File: src/rtl/alu_issue_stage.sv
// -----------------------------------------------------------------------------
// alu_issue_stage
//
// Decode / operand-fetch stage that feeds the 32-bit integer ALU.
// Accepts 16-bit instruction words, reads an internal 8-entry register file
// and hands registered op/a/b/rd to execute. Results come back through the
// writeback port. A per-register busy scoreboard holds issue back on RAW/WAW
// hazards until the matching writeback arrives.
//
// Instruction word: [15:14] opc, [13:11] rd, [10:8] rs1, [7:5] rs2.
//   opc 01/10/11 = ADD/SUB/MUL rd, rs1, rs2
//   opc 00       = LI rd, imm   (imm = instr[10:0] zero-extended)
//
// Ports:
//   clk, rst               clock, synchronous active-high reset
//   in_valid/in_ready      instruction handshake, in_instr instruction word
//   out_valid/out_ready    issue handshake toward the ALU
//   out_op/out_a/out_b     ALU op code and operands
//   out_rd                 destination register, carried to writeback
//   wb_en/wb_rd/wb_data    writeback strobe, destination and value
// -----------------------------------------------------------------------------
module alu_issue_stage #(
    parameter int DATA_W = 32,
    parameter int IMM_W  = 11
) (
    input  logic              clk,
    input  logic              rst,
    input  logic              in_valid,
    output logic              in_ready,
    input  logic [15:0]       in_instr,
    output logic              out_valid,
    input  logic              out_ready,
    output logic [1:0]        out_op,
    output logic [DATA_W-1:0] out_a,
    output logic [DATA_W-1:0] out_b,
    output logic [2:0]        out_rd,
    input  logic              wb_en,
    input  logic [2:0]        wb_rd,
    input  logic [DATA_W-1:0] wb_data
);

    logic [DATA_W-1:0] r_regs [0:7];
    logic [7:0]        r_busy;

    logic [1:0]        w_opc;
    logic [2:0]        w_rd;
    logic [2:0]        w_rs1;
    logic [2:0]        w_rs2;
    logic              w_isLi;
    logic [DATA_W-1:0] w_imm;
    logic [DATA_W-1:0] w_rs1Data;
    logic [DATA_W-1:0] w_rs2Data;
    logic [7:0]        w_wbMask;
    logic [7:0]        w_effBusy;
    logic              w_hazard;
    logic              w_accept;
    logic [7:0]        w_busyNext;

    assign w_opc  = in_instr[15:14];
    assign w_rd   = in_instr[13:11];
    assign w_rs1  = in_instr[10:8];
    assign w_rs2  = in_instr[7:5];
    assign w_isLi = (w_opc == 2'b00);
    assign w_imm  = DATA_W'(in_instr[IMM_W-1:0]);

    // Operand read with same-cycle writeback bypass; r0 always reads zero,
    // even when a writeback targets it.
    always_comb begin
        w_rs1Data = '0;
        w_rs2Data = '0;
        if (w_rs1 != 3'd0) begin
            if (wb_en && wb_rd == w_rs1) w_rs1Data = wb_data;
            else                         w_rs1Data = r_regs[w_rs1];
        end
        if (w_rs2 != 3'd0) begin
            if (wb_en && wb_rd == w_rs2) w_rs2Data = wb_data;
            else                         w_rs2Data = r_regs[w_rs2];
        end
    end

    // A register whose writeback lands this cycle is no longer a hazard, so
    // the dependent instruction can issue in the same cycle via the bypass.
    assign w_wbMask  = wb_en ? (8'b1 << wb_rd) : 8'b0;
    assign w_effBusy = r_busy & ~w_wbMask;

    // LI has no source registers, only the WAW check on rd applies.
    assign w_hazard = w_isLi ? w_effBusy[w_rd]
                             : (w_effBusy[w_rs1] | w_effBusy[w_rs2] | w_effBusy[w_rd]);

    assign in_ready = !rst && (!out_valid || out_ready) && !w_hazard;
    assign w_accept = in_valid && in_ready;

    // Scoreboard next state: the clear from writeback is applied first so a
    // same-cycle set of the same register wins. r0 is never tracked.
    always_comb begin
        w_busyNext = r_busy;
        if (wb_en) w_busyNext[wb_rd] = 1'b0;
        if (w_accept && w_rd != 3'd0) w_busyNext[w_rd] = 1'b1;
        w_busyNext[0] = 1'b0;
    end

    // Register file and scoreboard; reset clears everything and discards any
    // writeback presented in the same cycle.
    always_ff @(posedge clk) begin
        if (rst) begin
            for (int i = 0; i < 8; i++) r_regs[i] <= '0;
            r_busy <= '0;
        end else begin
            if (wb_en && wb_rd != 3'd0) r_regs[wb_rd] <= wb_data;
            r_busy <= w_busyNext;
        end
    end

    // Issue register: loads on accept, otherwise holds while execute stalls
    // and empties once execute takes the pending instruction.
    always_ff @(posedge clk) begin
        if (rst) begin
            out_valid <= 1'b0;
            out_op    <= 2'b00;
            out_a     <= '0;
            out_b     <= '0;
            out_rd    <= 3'd0;
        end else if (w_accept) begin
            out_valid <= 1'b1;
            out_op    <= w_isLi ? 2'b01 : w_opc;
            out_a     <= w_isLi ? w_imm : w_rs1Data;
            out_b     <= w_isLi ? '0    : w_rs2Data;
            out_rd    <= w_rd;
        end else if (out_ready) begin
            out_valid <= 1'b0;
        end
    end

endmodule

File: config.mk
export PLATFORM = sky130hd
export DESIGN_NAME = alu_issue_stage
export DESIGN_NICKNAME = d
export VERILOG_FILES = /design/src/rtl/alu_issue_stage.sv
export SDC_FILE = /design/constraint.sdc
export NUM_CORES = 1
export LEC_CHECK = 0
export ABC_AREA = 1
export BUFFER_PORTS_ARGS = -buffer_cell sky130_fd_sc_hd__buf_4
export CAP_MARGIN = 20
export CORE_MARGIN = 2
export CORE_UTILIZATION = 38
export CTS_CLUSTER_SIZE = 14
export DETAILED_ROUTE_END_ITERATION = 8
export MAX_ROUTING_LAYER = met4
export PLACE_DENSITY_LB_ADDON = 0.25
export REMOVE_ABC_BUFFERS = 1
export SETUP_SLACK_MARGIN = 0.2
export SYNTH_ARGS = -nofsm -noshare
export SYNTH_HDL_FRONTEND = slang
export SYNTH_SLANG_ARGS = --single-unit
File: constraint.sdc
create_clock -name clk -period 2.2 [get_ports clk]
set_clock_uncertainty 0.05 [all_clocks]
set_input_delay 0.44 -clock clk [delete_from_list [all_inputs] [get_ports clk]]
set_output_delay 0.44 -clock clk [all_outputs]
set_load 0.05 [all_outputs]
==> impl_results.md, run 1 <==
- Tcrit/Tclk final: 96.42%
- CTS tree: done
- Std cell rows: 72
- Count leader, synth: nor2_1
- Placer Congestion: 0.8967
- Predominant post-synthesis flop cell: edfxtp_1
- Share of layout cells above drive strength 1: 18.76%
- Mapped cell area: 14860 um2
- Antenna violations before repair: 0
- Lkg Pwr: 7.697 nW
- Peak VDD IR: 0.0005448 V
- Largest area contributor in the netlist: edfxtp_1
- Synth Register Bits: 301
- Synth top area share: 45.26%
- Nets: 2015
- Final setup fails: 0
- Cell area after layout: 18720 um2
- Placed cell area: 17410 um2
- Clock buffer count from CTS: 34
- Clock Sinks: 301
- DRC Markers: 0
- Top cells by count, synth: nor2_1, nand2_1, edfxtp_1
- Chip height: 201.8 um
- EDFF count, synth: 224
- Max cap viols: 0
- Initial cell density of the core: 38.46%
- Port bufs: 126
- GR Util All Layers: 27.12%
- Vias after detailed routing: 13863
- CP Class: reg2out
- Final ANT Viol Nets: 0
- Fin Setup TNS: 0 ps
- Final Total Pwr: 14.73 mW
- IO Pins: 127
- Diode count: 0
- Worst min path class: in2reg
- Crit path max-delay cell type: dfxtp_2
- Arrival time of the worst setup path: 1630 ps
- Async SR Flop Fraction: 0%
- Cell count after synthesis: 1772
- Via/cell ratio: 5.543
- Cells along the critical path: a21oi_4, nand3_2, nor2_2, nand2_2, a21oi_4, buf_6
- Drt initial violations: 1564
- Critical path capture point type: primary output
- Die ar.: 40710 um2
- Largest net degree at the start of global routing: 36
- Core Area: 38650 um2
- Vias in the first global route: 13462
- Required time worst endpoint: 1710 ps
- Crit path largest cell delay: 330 ps
- Final min period: 2121 ps
- Synth unique cells: 32
- DR pass1 iterations: 5
- Root buffer cell: clkbuf_16
- Rel. slew slack: 60.52%
- Dpl ws: -93.88 ps
- Max clock buf depth: 3
- Pwr/cell area: 786.9 nW/um2
- Routed WL: 53870 um
- Syn Area/Cell: 8.388 um2
- Later-pin clock latency in the skew report: 530 ps
- Die W: 201.8 um
- Final hold vios: 0
- Max Fanout on Critical Path: 2
- Final worst setup slack: 78.66 ps
- Area Overhead vs Synth: 25.96%
- Worst Tran Pin Value: 592.2 ps
- Peak Freq: 0.4714 GHz
- CTS H-tree lvls: 2
- Outcome: finished clean
- Worst hold slack: 102.4 ps
- RSZ-0062 raised after global routing: true
- Clk pin slew, worst setup/hold paths: 60 ps
- First-pass GRT wire length: 81410 um
- Count of pins over their slew limit: 0
- Total congestion overflow: 0
- Synth warn: 0
- CP dominant cell by count: a21oi_4
- Post-synthesis sequential area ratio: 55.63%
- Synth top area cells: edfxtp_1, dfxtp_1, nor2_1
- Critical Path Source Type: flip-flop
- Detailed Place HPWL: 34720 um
- WL/cell: 21.54 um
-- report_power, final --
| group | switching [mW] | internal, mW | total, mW |
|---|---|---|---|
| Combinational | 1.51 | 0.781 | 2.29 |
| Clock | 2.32 | 3.49 | 5.81 |
| Sequential | 0.176 | 6.45 | 6.63 |
| Total | 4.01 | 10.7 | 14.7 |
-- through the flow --
step	instances	utilization, %
floorplan	1659	-
global placement	2433	45.04
detailed placement	2433	45.04
CTS	2498	48.20
global route	2501	48.44
finish	2501	48.44
-- worst max-delay path: cells and delay by family, from the launching register on --
family | cells | cell delay, ps
AO/OA/AOI/OAI | 2 | 310
buffers and inverters | 1 | 180
flip-flops | 1 | 330
AND/OR/NAND/NOR | 3 | 290
-- state kept, by name, summed over array words and instances, names as in the netlist --
register	count
out_a	32
r_busy	7
r_regs	224
out_op	2
out_rd	3
out_valid	1
out_b	32
-- cells by family (layout without fill, tap and decap cells) --
family                 count (synthesis)  in the layout  share of synthesized area, %
AND/OR/NAND/NOR                      808            808                         22.07
AO/OA/AOI/OAI                        392            392                         14.87
flip-flops                           301            301                         55.63
buffers and inverters                271            482                         7.425
-- layer usage --
metal  up-vias  track usage, %  routed length [um]
li1       6392               -                   -
met1      6626           37.21               23060
met2       709           41.35               24430
met3       136           3.676                4489
met4         0           9.559                1895
met5         -               -                   0
-- final cells by class --
| type | instances | area, um2 |
|---|---|---|
| fill | 3713 | 19930 |
| sequential | 301 | 8272 |
| multi-input combinational | 1200 | 5594 |
| timing repair buffer | 264 | 2480 |
| clock buffer | 44 | 939.7 |
| tap | 518 | 648.1 |
| inverter | 158 | 598.1 |
| clock inverter | 16 | 190.2 |
-- repair_timing --
item / 4_1_cts / 5_1_grt
hold buffers: 0 / 0
endpoints found under the setup margin: 1 / 1
hold endpoints to repair: 0 / 0
pin swaps: 8 / 10
buffers inserted: 5 / 3
cloned: 0 / 0
resized for setup: 16 / 16
-- final timing paths --
kind	start	end	slack, ps	cells past startpoint
setup / recovery	out_valid	in_ready	80	6
hold / removal	in_instr[14]	out_op[0]	100	3
setup reg to reg	r_busy[5]	out_a[14]	440	12
hold reg to reg	out_b[25]	out_b[25]	420	2
-- cells in the final DEF (no fill, tap or decap), drive strengths merged --
master and instances:
or2 18, a21oi 156, nor2 384, clkbuf 44, a22oi 2, nand2 304, clkinv 15, o31ai 1
o211ai 15, edfxtp 224, o22ai 98, a21boi 1, bufinv 4, inv 154, and2 3, dfxtp 77
clkinvlp 1, o21ai 99, nand4 31, buf 264, o2111ai 12, nand3 50, o221ai 8, nor3 18
Power figures use the tool's default switching activity.
==> run 2: changes to the inputs <==
ABC_AREA = not set   (was 1)
==> impl_results.md, run 2 <==
- Placer Congestion: 0.8456 (-5.7%)
- Initial cell density of the core: 38.70% (+0.24 points)
- Most frequent cells in the layout: buf_4, and2_1, edfxtp_1
- Drt initial violations: 1251 (-20%)
- Core Area: 41110 um2 (+6.4%)
- Worst min path class: in2reg
- CP Class: reg2out
- Routed met2 length: 25480 um (+4.3%)
- Largest net degree at the start of global routing: 68 (+89%)
- Final setup fails: 60 (+60)
- Hold EP: out_op[1]
- Outcome: finished with violations
- Predominant post-synthesis flop cell: edfxtp_1
- Synth warn: 0 (unchanged)
- Clock buffer count from CTS: 36 (+5.9%)
- Peak Freq: 0.4021 GHz (-15%)
- Vias in the first global route: 13279 (-1.4%)
- Final min period: 2487 ps (+365.7 ps)
- Die W: 208.6 um (+3.4%)
- R2R Path End: out_a[14]
- Synth top area cells: edfxtp_1, dfxtp_1, and2_1
- Tcrit/Tclk final: 113.0% (+17 points)
- Rel. slew slack: 53.16% (-7.4 points)
- Port bufs: 126 (unchanged)
- CP startpoint: r_busy[6]
- DR pass1 iterations: 7 (+2)
- Later-pin clock latency in the skew report: 540 ps (about the same)
- Area of the multi-input gates: 7477 um2 (+34%)
- Clock Sinks: 301 (unchanged)
- Worst Tran Pin Value: 698.7 ps (+106.5 ps)
- Largest area contributor in the netlist: edfxtp_1
- Arrival time of the worst setup path: 2000 ps (+370 ps)
- Synth top area share: 42.28% (-3.0 points)
- Synth Register Bits: 301 (unchanged)
- FF+latch area: 8277 um2 (about the same)
- Most flop-heavy register: r_regs
- Mapped cell area: 15910 um2 (+7.0%)
- Antenna violations before repair: 3 (+3)
- Met3 Wirelength: 3750 um (-16%)
- GR Util All Layers: 26.02% (-1.1 points)
- Chip height: 208.6 um (+3.4%)
- Worst r2r path cells: 11 (-1)
- Max cap viols: 0 (unchanged)
- Max reg flops: 224 (unchanged)
- Hold Path Stages: 2 (-1)
- Fillers: 3726 (+0.35%)
- Hold Crit Start: in_instr[15]
- R2r setup slk: -250 ps (-690 ps)
- Syn Area/Cell: 10.56 um2 (+26%)
- Routed WL: 55440 um (+2.9%)
- Total congestion overflow: 0 (unchanged)
- Lkg Pwr: 7.997 nW (+3.9%)
- Reg2reg start: r_busy[5]
- WL/cell: 24.38 um (+13%)
- Die ar.: 43520 um2 (+6.9%)
- CTS tree: done
- Synth unique cells: 52 (+63%)
- Dpl ws: -637.8 ps (-543.9 ps)
- Biggest regs: r_regs (224), out_a (32), out_b (32)
- Share of layout cells above drive strength 1: 26.16% (+7.4 points)
- WL met1: 24490 um (+6.2%)
- Pwr/cell area: 729.1 nW/um2 (-7.3%)
- Final hold vios: 0 (unchanged)
- Required time worst endpoint: 1710 ps (about the same)
- Peak VDD IR: 0.0004540 V (-17%)
- Area Overhead vs Synth: 28.41%
- Final ANT Viol Nets: 0 (unchanged)
- First-pass GRT wire length: 83170 um (+2.2%)
- Max clock buf depth: 3 (unchanged)
- Fin Setup TNS: -10070 ps (-10070 ps)
- Top sig layer: met4
- IO Pins: 127 (unchanged)
- Cell count after synthesis: 1507 (-15%)
- DRC Markers: 0 (unchanged)
- CTS H-tree lvls: 2 (unchanged)
- Root buffer cell: clkbuf_16
- Max Fanout on Critical Path: 2 (unchanged)
- Via/cell ratio: 5.756 (+3.8%)
- RSZ-0062 raised after global routing: true
- Nets: 1768 (-12%)
- Final worst setup slack: -287.0 ps (-365.7 ps)
- Failing checks: negative setup slack
- EDFF count, synth: 224 (unchanged)
- Clk pin slew, worst setup/hold paths: 60 ps (about the same)
- Async SR Flop Fraction: 0% (unchanged)
- Std cell rows: 74 (+2.8%)
- Commonest non-fill, non-tap cell in the layout: buf_4
- Critical Path Source Type: flip-flop
- Count of pins over their slew limit: 0 (unchanged)
- Top cells by count, synth: and2_1, edfxtp_1, nand2_1
- Detailed Place HPWL: 32380 um (-6.7%)
- Post-synthesis sequential area ratio: 51.97% (-3.7 points)
- Vias after detailed routing: 13089 (-5.6%)
- Critical path capture point type: primary output
[run 2: stage by stage]
step	hold WS (ps)	instance area, um2	power (mW)	util [%]	cells
6_report	134.4	20430	14.90	49.70	2274
3_5_place_dp	409.0	18520	9.185	45.05	2176
4_1_cts	117.5	20300	14.92	49.39	2267
3_3_place_gp	403.9	18520	9.151	45.05	2176
2_1_floorplan	420.2	15370	7.998	-	1376
5_1_grt	122.6	20430	15.37	49.70	2274
[run 2: logic make-up (layout without fill, tap and decap cells)]
kind of cell,Yosys count,count (layout),synth area share [%]
other,0,3,0
xor gates and xnor gates,5,5,0.2752
buffers and inverters,133,365,3.452
AOI/OAI and AO/OA,304,304,14.34
muxes,134,134,9.162
DFF,301,301,51.97
and+or+nand+nor,630,630,20.80
[run 2: power by group]
part	total (mW)	internal (mW)	switching [mW]
sequential	6.67	6.47	0.197
combinational	2.64	1.09	1.56
clock	5.58	3.17	2.41
[run 2: worst max-delay path by stage]
| stage | to | slack [ps] | cells after the start |
|---|---|---|---|
| finish | in_ready | -290 | 6 |
| global placement | out_a[5] | -620 | 10 |
| floorplan | out_a[14] | -2780 | 6 |
| CTS | in_ready | -300 | 6 |
| detailed placement | out_a[5] | -640 | 10 |
| global route | in_ready | -350 | 6 |
[run 2: layout make-up]
class                           instances  area share (%)
Sequential cell                       301           40.51
Tap cell                              532           3.258
Clock buffer                           52           4.905
Inverter                                2         0.03674
Timing Repair Buffer                  298           14.31
Clock inverter                         13          0.3429
Multi-Input combinational cell       1073           36.60
Antenna cell                            3         0.03674
[run 2: critical path, cell delays in order, from the launching register on]
cell,delay [ps]
dfxtp_2,330
and4b_1,200
a22oi_2,140
o311ai_2,130
o41ai_2,250
and3_4,260
buf_8,140
[run 2: what timing repair did]
item,in CTS,in global routing
hold buffers,0,0
resized for setup,94,18
pin swaps,6,1
endpoints found under the setup margin,76,77
buffers inserted,21,4
gates cloned,5,0
[run 2: per-layer routing]
layer	GRT usage [%]	vias to the layer above
li1	-	5947
met1	34.95	6488
met2	40.84	541
met3	3.562	113
met4	8.473	0
met5	-	-
